<file path="src/rtl/ode_pkg.sv">
// Shared fixed-point helpers, FSM state encoding and default word format
// for the sequential forward-Euler ODE integrator.
package ode_pkg;

    localparam int DEF_W = 16;
    localparam int DEF_F = 7;
    localparam int WIDE  = 64;

    typedef logic signed [WIDE-1:0] wide_t;

    typedef enum logic [2:0] {
        ST_IDLE,
        ST_LOAD,
        ST_MAC,
        ST_SCALE,
        ST_UPDATE,
        ST_COMMIT,
        ST_DONE
    } state_t;

    function automatic wide_t mul_q(input wide_t x, input wide_t y);
        return x * y;
    endfunction

    // Arithmetic shift, so fractional bits are dropped toward negative infinity.
    function automatic wide_t shift_q(input wide_t x, input int f);
        return x >>> f;
    endfunction

    function automatic logic in_range_q(input wide_t x, input int w);
        wide_t lim;
        lim = wide_t'(1) <<< (w - 1);
        return (x >= -lim) && (x < lim);
    endfunction

    function automatic wide_t sat_q(input wide_t x, input int w);
        wide_t lim;
        lim = wide_t'(1) <<< (w - 1);
        if (x >= lim)
            return lim - wide_t'(1);
        else if (x < -lim)
            return -lim;
        else
            return x;
    endfunction

endpackage

</file>
<file path="src/rtl/ode_mac.sv">
// Shared W x W signed multiplier feeding a full-precision accumulator.
module ode_mac #(
    parameter int W     = 16,
    parameter int ACC_W = 35
) (
    input  logic                    clk,
    input  logic                    rst_n,
    input  logic                    clear,
    input  logic                    enable,
    input  logic signed [W-1:0]     a,
    input  logic signed [W-1:0]     b,
    output logic signed [ACC_W-1:0] acc
);

    localparam int PW = 2 * W;

    logic signed [PW-1:0] prod;

    assign prod = PW'(a) * PW'(b);

    always_ff @(posedge clk or negedge rst_n) begin
        if (!rst_n)
            acc <= '0;
        else if (clear)
            acc <= '0;
        else if (enable)
            acc <= acc + ACC_W'(prod);
    end

endmodule

</file>
<file path="src/rtl/ode_euler_seq.sv">
// Sequential forward-Euler integrator x <- x + h*(A*x + B*u), one MAC per cycle.
// Define ODE_SATURATE_EN to clamp overflowing updates instead of wrapping them.
module ode_euler_seq
    import ode_pkg::*;
#(
    parameter int N  = 2,
    parameter int M  = 3,
    parameter int W  = DEF_W,
    parameter int F  = DEF_F,
    parameter int SW = 8
) (
    input  logic               clk,
    input  logic               rst_n,
    input  logic               start,
    input  logic [SW-1:0]      steps,
    input  logic [W-1:0]       h,
    input  logic [N*W-1:0]     xo,
    input  logic [N*N*W-1:0]   a,
    input  logic [M*W-1:0]     u,
    input  logic [N*M*W-1:0]   b,
    output logic               busy,
    output logic               done,
    output logic               error,
    output logic [N*W-1:0]     x_out
);

    localparam int K     = N + M;
    localparam int ACC_W = 2 * W + $clog2(K);
    localparam int IW    = $clog2(K + 1);
    localparam int RW    = $clog2(N + 1);

    state_t state_reg, state_next;

    logic signed [W-1:0] a_reg      [N][N];
    logic signed [W-1:0] b_reg      [N][M];
    logic signed [W-1:0] u_reg      [M];
    logic signed [W-1:0] xo_reg     [N];
    logic signed [W-1:0] x_cur_reg  [N];
    logic signed [W-1:0] shadow_reg [N];
    logic signed [W-1:0] h_reg;
    logic [SW-1:0]       steps_reg;
    logic [SW-1:0]       step_cnt_reg;
    logic [IW-1:0]       idx_reg;
    logic [RW-1:0]       row_reg;
    wide_t               scaled_reg;
    logic                error_reg;

    logic                    mac_clear;
    logic                    mac_en;
    logic signed [W-1:0]     op_a;
    logic signed [W-1:0]     op_b;
    logic signed [W-1:0]     x_row;
    logic signed [ACC_W-1:0] acc;
    wide_t                   upd_sum;
    wide_t                   upd_fix;
    logic                    upd_ok;

    ode_mac #(
        .W     (W),
        .ACC_W (ACC_W)
    ) u_mac (
        .clk    (clk),
        .rst_n  (rst_n),
        .clear  (mac_clear),
        .enable (mac_en),
        .a      (op_a),
        .b      (op_b),
        .acc    (acc)
    );

    always_ff @(posedge clk or negedge rst_n) begin
        if (!rst_n)
            state_reg <= ST_IDLE;
        else
            state_reg <= state_next;
    end

    always_comb begin
        state_next = state_reg;
        busy       = 1'b1;
        done       = 1'b0;
        mac_clear  = 1'b0;
        mac_en     = 1'b0;
        case (state_reg)
            ST_IDLE: begin
                busy = 1'b0;
                if (start)
                    state_next = ST_LOAD;
            end
            ST_LOAD: begin
                mac_clear  = 1'b1;
                state_next = (steps_reg == '0) ? ST_DONE : ST_MAC;
            end
            ST_MAC: begin
                mac_en = 1'b1;
                if (idx_reg == IW'(K - 1))
                    state_next = ST_SCALE;
            end
            ST_SCALE: begin
                // Row sum is captured into scaled_reg on this edge, so the
                // accumulator can be cleared for the next row at the same time.
                mac_clear  = 1'b1;
                state_next = ST_UPDATE;
            end
            ST_UPDATE: state_next = (row_reg == RW'(N - 1)) ? ST_COMMIT : ST_MAC;
            ST_COMMIT: state_next = (step_cnt_reg == SW'(1)) ? ST_DONE : ST_MAC;
            ST_DONE: begin
                done       = 1'b1;
                state_next = ST_IDLE;
            end
            default: state_next = ST_IDLE;
        endcase
    end

    // Operands: columns 0..N-1 walk A*x, columns N..N+M-1 walk B*u.
    always_comb begin
        op_a  = '0;
        op_b  = '0;
        x_row = '0;
        for (int i = 0; i < N; i++) begin
            if (int'(row_reg) == i) begin
                x_row = x_cur_reg[i];
                for (int j = 0; j < N; j++) begin
                    if (int'(idx_reg) == j) begin
                        op_a = a_reg[i][j];
                        op_b = x_cur_reg[j];
                    end
                end
                for (int k = 0; k < M; k++) begin
                    if (int'(idx_reg) == N + k) begin
                        op_a = b_reg[i][k];
                        op_b = u_reg[k];
                    end
                end
            end
        end
        upd_sum = wide_t'(x_row) + scaled_reg;
        upd_ok  = in_range_q(upd_sum, W);
`ifdef ODE_SATURATE_EN
        upd_fix = sat_q(upd_sum, W);
`else
        upd_fix = upd_sum;
`endif
    end

    always_ff @(posedge clk or negedge rst_n) begin
        if (!rst_n) begin
            for (int i = 0; i < N; i++) begin
                for (int j = 0; j < N; j++)
                    a_reg[i][j] <= '0;
                for (int k = 0; k < M; k++)
                    b_reg[i][k] <= '0;
                xo_reg[i]     <= '0;
                x_cur_reg[i]  <= '0;
                shadow_reg[i] <= '0;
            end
            for (int k = 0; k < M; k++)
                u_reg[k] <= '0;
            h_reg        <= '0;
            steps_reg    <= '0;
            step_cnt_reg <= '0;
            idx_reg      <= '0;
            row_reg      <= '0;
            scaled_reg   <= '0;
            error_reg    <= 1'b0;
        end else begin
            case (state_reg)
                ST_IDLE: begin
                    if (start) begin
                        for (int i = 0; i < N; i++) begin
                            for (int j = 0; j < N; j++)
                                a_reg[i][j] <= a[(N*N-1-(i*N+j))*W +: W];
                            for (int k = 0; k < M; k++)
                                b_reg[i][k] <= b[(N*M-1-(i*M+k))*W +: W];
                            xo_reg[i] <= xo[(N-1-i)*W +: W];
                        end
                        for (int k = 0; k < M; k++)
                            u_reg[k] <= u[(M-1-k)*W +: W];
                        h_reg        <= h;
                        steps_reg    <= steps;
                        step_cnt_reg <= steps;
                        error_reg    <= 1'b0;
                    end
                end
                ST_LOAD: begin
                    for (int i = 0; i < N; i++)
                        x_cur_reg[i] <= xo_reg[i];
                    idx_reg <= '0;
                    row_reg <= '0;
                end
                ST_MAC: idx_reg <= (idx_reg == IW'(K - 1)) ? '0 : idx_reg + IW'(1);
                ST_SCALE: scaled_reg <= shift_q(mul_q(shift_q(wide_t'(acc), F), wide_t'(h_reg)), F);
                ST_UPDATE: begin
                    for (int i = 0; i < N; i++) begin
                        if (int'(row_reg) == i)
                            shadow_reg[i] <= W'(upd_fix);
                    end
                    if (!upd_ok)
                        error_reg <= 1'b1;
                    row_reg <= (row_reg == RW'(N - 1)) ? '0 : row_reg + RW'(1);
                end
                ST_COMMIT: begin
                    for (int i = 0; i < N; i++)
                        x_cur_reg[i] <= shadow_reg[i];
                    step_cnt_reg <= step_cnt_reg - SW'(1);
                end
                default: ;
            endcase
        end
    end

    assign error = error_reg;

    generate
        for (genvar gi = 0; gi < N; gi++) begin : g_xout
            assign x_out[(N-1-gi)*W +: W] = x_cur_reg[gi];
        end
    endgenerate

endmodule

</file>
<file path="config.mk">
export PLATFORM = sky130hd
export DESIGN_NAME = ode_euler_seq
export DESIGN_NICKNAME = d
export VERILOG_FILES = /design/src/rtl/ode_pkg.sv /design/src/rtl/ode_mac.sv /design/src/rtl/ode_euler_seq.sv
export SDC_FILE = /design/constraint.sdc
export NUM_CORES = 2
export LEC_CHECK = 0
export BUFFER_PORTS_ARGS = -buffer_cell sky130_fd_sc_hd__buf_2
export CELL_PAD_IN_SITES_DETAIL_PLACEMENT = 0
export CELL_PAD_IN_SITES_GLOBAL_PLACEMENT = 2
export CORE_ASPECT_RATIO = 0.9
export CORE_MARGIN = 2
export CORE_UTILIZATION = 30
export DETAILED_ROUTE_END_ITERATION = 16
export HOLD_SLACK_MARGIN = 0.12
export PLACE_DENSITY = 0.63
export SLEW_MARGIN = 25
export SYNTH_ARGS = -nofsm -noshare
export SYNTH_HDL_FRONTEND = slang
export SYNTH_SLANG_ARGS = --single-unit
</file>
<file path="constraint.sdc">
create_clock -name clk -period 21.7 [get_ports clk]
set_input_delay 3.255 -clock clk [delete_from_list [all_inputs] [get_ports clk]]
set_output_delay 3.255 -clock clk [all_outputs]
set_load 0.02 [all_outputs]
</file>
======== After elaboration in Yosys (flattened, before gate mapping) ========
Cells that the tools add are included.
storage, ports and cells
  input port bits ......................... 267
  latch bits .............................. 0
  word-level logic and storage cells ...... 120
  memories kept ........................... 0
  register bits after elaboration ......... 417
  ROM bits ................................ 0
  memory bits (writable) .................. 0
  output and inout bits ................... 35
cells by class
  eq/ne operators ......................... 17
  reduce and logical (&&, ||, !) cells .... 18
  shifts and indexed selects .............. 0
  magnitude comparators ................... 2
  div/mod/pow operators ................... 0
  bitwise gates (word level) .............. 0
  $mul .................................... 2
  $add $sub $neg .......................... 5
  multiplexer cells ....................... 48
operators by type and width
  operator                                                             count
  2-to-1 mux 16 bit                                                    26
  2-to-1 mux 35 bit                                                    2
  case mux 32 bit (2 select lines)                                     1
  multiplier 28 x 16 -> 44 bit                                         1
  adder 16 x 37 -> 38 bit                                              1
  greater-or-equal comparator 38 x 16 -> 1 bit, second input constant  1
  less-than comparator 38 x 17 -> 1 bit, second input constant         1
  adder 35 x 32 -> 35 bit                                              1
  multiplier 16 x 16 -> 32 bit                                         1
  == test 3 bit, second input constant                                 7
  2-to-1 mux 3 bit                                                     6
  case mux 3 bit (6 select lines)                                      1
  case mux 8 bit (2 select lines)                                      1
  nonzero test 2 bit                                                   6
  AND reduction 2 bit                                                  5
  == test 3 x 2 -> 1 bit, second input constant                        3
  == test 8 x 1 -> 1 bit, second input constant                        1
  logical NOT 8 bit                                                    1
  2-to-1 mux 8 bit                                                     1
  subtractor 8 x 1 -> 8 bit, second input constant                     1
  logical NOT 3 bit                                                    2
  2-to-1 mux 1 bit                                                     6
  != test 2 bit, second input constant                                 3
  case mux 3 bit (2 select lines)                                      1
  12 further kinds                                                     12

======== Longest topological paths before layout ========
  word-level depth ........................ 17
  gate-level depth with buffers ........... 37
  gate-level depth less buffers ........... 34

======== Modules after synthesis ========
A second synthesis with hierarchy kept.
second synthesis, totals
  cells, all modules ...................... 5400
  area total of the unflattened synthesis .. 47371.7 µm²
modules (own cells, without submodules)
  module         sequential area each (µm²)  cells each  times used  area an instance (µm²)
  ode_euler_seq  9559.2                      4032        1           34445.5
  ode_mac        875.8                       1368        1           12926.1

======== Worst setup path after synthesis ========
No wires, ideal clock.
  kind .................................... register -> register
  start ................................... register idx_reg[2]
  end ..................................... register u_mac.acc[34]
  data required time ...................... 21.569 ns
  period minus slack after synthesis ...... 8.350 ns
  stages on the path, launching flop included .. 32
  arrival ................................. 8.219 ns
  slack ................................... 13.350 ns
  path through ............................ dfrtp_1 > buf_2 > inv_1 > ha_1 > clkbuf_1 > buf_1 > clkbuf_1 > clkbuf_1 > a21oi_1 > a211oi_1 > nand2_1 > fa_1 > inv_1 > fa_1 > inv_1 > fa_1 > inv_1 > fa_1 > fa_1 > inv_1 > fa_1 > inv_1 > ha_1 > and4_1 > nand2_1 > or4b_2 > o22ai_1 > o221ai_1 > o211a_1 > a21oi_1 > xnor2_1 > o21ai_0
on the way
  longest elaborated chain between the ends .. 17
ends and longest elaborated chain
  element                           line                  RTL
  start: declaration                ode_euler_seq.sv:43   logic [IW-1:0] idx_reg;
  start signal: assignment          ode_euler_seq.sv:191  ST_MAC: idx_reg <= (idx_reg == IW'(K - 1)) ? '0 : idx_reg + IW'(1);
  logical NOT 3 bit                 ode_euler_seq.sv:124  if (int'(idx_reg) == j) begin
  2-to-1 mux 16 bit (2 in series)   ode_euler_seq.sv:124
  2-to-1 mux 16 bit (3 in series)   ode_euler_seq.sv:130  if (int'(idx_reg) == N + k) begin
  2-to-1 mux 16 bit                 ode_euler_seq.sv:121  if (int'(row_reg) == i) begin
  2-to-1 mux 16 bit (2 in series)   ode_euler_seq.sv:124
  2-to-1 mux 16 bit (3 in series)   ode_euler_seq.sv:130
  2-to-1 mux 16 bit                 ode_euler_seq.sv:121
  multiplier 16 x 16 -> 32 bit (*)  ode_mac.sv:19         assign prod = PW'(a) * PW'(b);
  adder 35 x 32 -> 35 bit (*)       ode_mac.sv:27         acc <= acc + ACC_W'(prod);
  2-to-1 mux 35 bit (*)             ode_mac.sv:26         else if (enable)
  2-to-1 mux 35 bit (*)             ode_mac.sv:24         else if (clear)
  end signal: assignment            ode_mac.sv:27
  end: declaration                  ode_mac.sv:12         output logic signed [ACC_W-1:0] acc
Every way passes the cells marked *; elsewhere a longest branch is shown, timed or not. The select of a mux whose other input is x is not followed.
A chain may end at the register's enable or synchronous reset.

======== Worst setup path in the final report ========
  start ................................... register idx_reg[1]
  end ..................................... register u_mac.acc[34]
Same word-level chain as after synthesis.

==> impl_metrics.env <==
export IMPL_status="complete, no violations"
export IMPL_grt_max_degree=173
export IMPL_path_class="register to register"
export IMPL_path_max_fanout=27
export IMPL_avgSynthCellArea_um2=8.859
export IMPL_tritoncts="done"
export IMPL_synthCells=5316
export IMPL_yosysUniqueCellTypes=83
export IMPL_clk_latency_ps=670
export IMPL_fin_skew_ps=57.43
export IMPL_rows=137
export IMPL_ctsResizeCount=0
export IMPL_vias_per_cell=4.729
export IMPL_grt_pass1_vias=38289
export IMPL_crit_arrival_ps=10680
export IMPL_dp_hpwl_mm=127.1
export IMPL_synth_top_area_frac=0.3150
export IMPL_hp_class="register to register"
export IMPL_hold_viol=0
export IMPL_first_pass_iters=5
export IMPL_cts_max_path_buffers=3
export IMPL_fmax_mhz=98.15
export IMPL_slowest_delay_ps=810
export IMPL_overflow=0
export IMPL_finalSetupViolations=0
export IMPL_drive_gt1_frac=0.09915
export IMPL_ys_seq_area_frac=0.2216
export IMPL_area_delta_synth_final_pct=12.04
export IMPL_core_um2=155500
export IMPL_synth_fp_nets=6574
export IMPL_clkTransAtPathRegs_ps=60
export IMPL_min_delay_start="steps_reg[6]"
export IMPL_grt_use_total=0.1993
export IMPL_yosysTopAreaCell="fa_1"
export IMPL_portBuffers=301
export IMPL_vias=35952
export IMPL_htree_levels=2
export IMPL_synthTopCellsByArea="fa_1 (31%), dfrtp_1 (22%), nand2_1 (10%), ha_1 (6.6%), inv_1 (6.6%)"
export IMPL_ys_warn_count=0
export IMPL_die_area_um2=160200
export IMPL_wl_per_cell_um=20.82
export IMPL_cts_buffers=56
export IMPL_end_kind="register"
export IMPL_chipHeight_um=379.9
export IMPL_slowest_stage="nor3_1"
export IMPL_syn_area_um2=47100
export IMPL_first_iter_violations=1971
export IMPL_grt_pass1_wl_mm=246.5
export IMPL_rsz0062_at_grt="no"
export IMPL_grt_antenna_before_repair=2
export IMPL_worstMarginPinSlew_ps=1021
export IMPL_ios=302
export IMPL_largest_register_ffs=96
export IMPL_antennaDiodeCount=0
export IMPL_ys_flop_type="dfrtp_1"
export IMPL_drc_errors=0
export IMPL_startpoint="idx_reg[1]"
export IMPL_slew_headroom=0.3193
export IMPL_gp_congestion=0.8247
export IMPL_hold_buffers=0
export IMPL_cts_root_buffer="clkbuf_16"
export IMPL_async_flop_share=1.000
export IMPL_synth_seq_cells=417
export IMPL_fin_crit_ps=10190
export IMPL_tns_ps=0
export IMPL_rr_startpoint="idx_reg[1]"
export IMPL_start_util=0.3029
export IMPL_synth_edff_count=0
export IMPL_post_route_period_util=0.4695
export IMPL_drtAntennaViolNets=0
export IMPL_cp_required_ps=22190
export IMPL_clock_sinks=417
export IMPL_drv_cap=0
export IMPL_drt_wl_total_mm=158.3
export IMPL_postCtsSetupRepairBufs=0
export IMPL_fp_dieW_um=421.6
export IMPL_nets=6728
export IMPL_timing_final_max_slew_violations=0
export IMPL_cp_start_kind="register"
==> per-stage QoR <==
stage               setup WS, ps  cells    util  area (um2)  hold slack (ps)
floorplan                  13350   5316       -       47100            436.9
global placement           11560   7497  0.3265       50760            452.4
detailed placement         11380   7497  0.3265       50760            455.6
CTS                        11330   7602  0.3392       52740            470.9
global route               10910   7602  0.3394       52770            490.1
finish                     11510   7602  0.3394       52770            464.5
==> layer usage <==
metal | share of wire | vias up | GRT usage
li1 | - | 16824 | -
met1 | 0.48 | 18360 | 0.2895
met2 | 0.47 | 660 | 0.3268
met3 | 0.033 | 108 | 0.01837
met4 | 0.015 | 0 | 0.03206
met5 | 0 | - | 0
==> worst paths after layout <==
check                                  end  slack, ps  depth (start not counted)
max                          u_mac.acc[34]      11510                         33
min reg2reg                   steps_reg[6]        460                          2
min in group asynchronous  step_cnt_reg[4]       2530                          1
max reg2reg                  u_mac.acc[34]      11510                         33
min                           steps_reg[6]        460                          2
max in group asynchronous        h_reg[12]      16940                          3
==> logic make-up after synthesis <==
logic type / Yosys count / share of synthesized area
buffers and inverters: 1091 / 0.08759
AND/OR/NAND/NOR: 2031 / 0.1853
AO/OA/AOI/OAI: 594 / 0.08510
multiplexers: 94 / 0.02078
XOR/XNOR: 98 / 0.01823
adder cells (fa/ha/maj): 991 / 0.3814
flip-flops: 417 / 0.2216
==> Yosys cell counts (19+ instances only) <==
master	instances
ha_1	250
clkbuf_1	230
dfrtp_1	417
a21o_1	48
and2_1	158
xor2_1	31
mux2i_1	64
a21oi_1	116
o211ai_1	21
nor2_1	295
nand2b_1	58
or3_1	39
o21ai_0	153
fa_1	741
inv_1	826
o31ai_1	24
a211oi_1	19
nand2_1	1285
nand3_1	33
nor3_1	53
nor2b_1	26
a221oi_1	52
mux2_2	30
o21a_1	29
xnor2_1	67
==> cell type report <==
| class | count | area, um2 |
|---|---|---|
| clock buffers | 73 | 1575 |
| repair buffers | 360 | 1988 |
| flip-flops and latches | 417 | 10440 |
| well taps | 2085 | 2609 |
| multi-input cells | 3808 | 32640 |
| fillers | 16481 | 102700 |
| clock inverters | 32 | 404.1 |
| inverters | 827 | 3104 |
==> critical path, delay by kind of cell, from the launching register on <==
kind | cells | cell delay, ps
multiplexers | 1 | 90
XOR/XNOR | 1 | 130
buffers and inverters | 7 | 860
AO/OA/AOI/OAI | 10 | 2350
adder cells (fa/ha/maj) | 8 | 3590
AND/OR/NAND/NOR | 6 | 2550
flip-flops | 1 | 430
==> layout by cell type (no fill, tap or decap), drive strengths merged, types with 13 or more instances in the layout <==
| cell type | count |
|---|---|
| or3 | 40 |
| o311a | 13 |
| nor2b | 26 |
| buf | 360 |
| o21a | 29 |
| inv | 835 |
| a211o | 14 |
| nor2 | 295 |
| nand2 | 1285 |
| nor3 | 53 |
| a21o | 48 |
| dfrtp | 417 |
| xor2 | 31 |
| and2 | 158 |
| nand4 | 13 |
| o31ai | 24 |
| mux2i | 64 |
| xnor2 | 67 |
| a22o | 13 |
| ha | 250 |
| a211oi | 19 |
| o21ai | 160 |
| and3 | 17 |
| mux2 | 30 |
| a21oi | 120 |
| nand3 | 33 |
| clkinv | 13 |
| nand2b | 58 |
| fa | 741 |
| clkbuf | 73 |
| a221oi | 53 |
| o211ai | 21 |
Power is not shown: default switching activity piles up to over one toggle a cycle in this logic, so the estimate is an artifact.
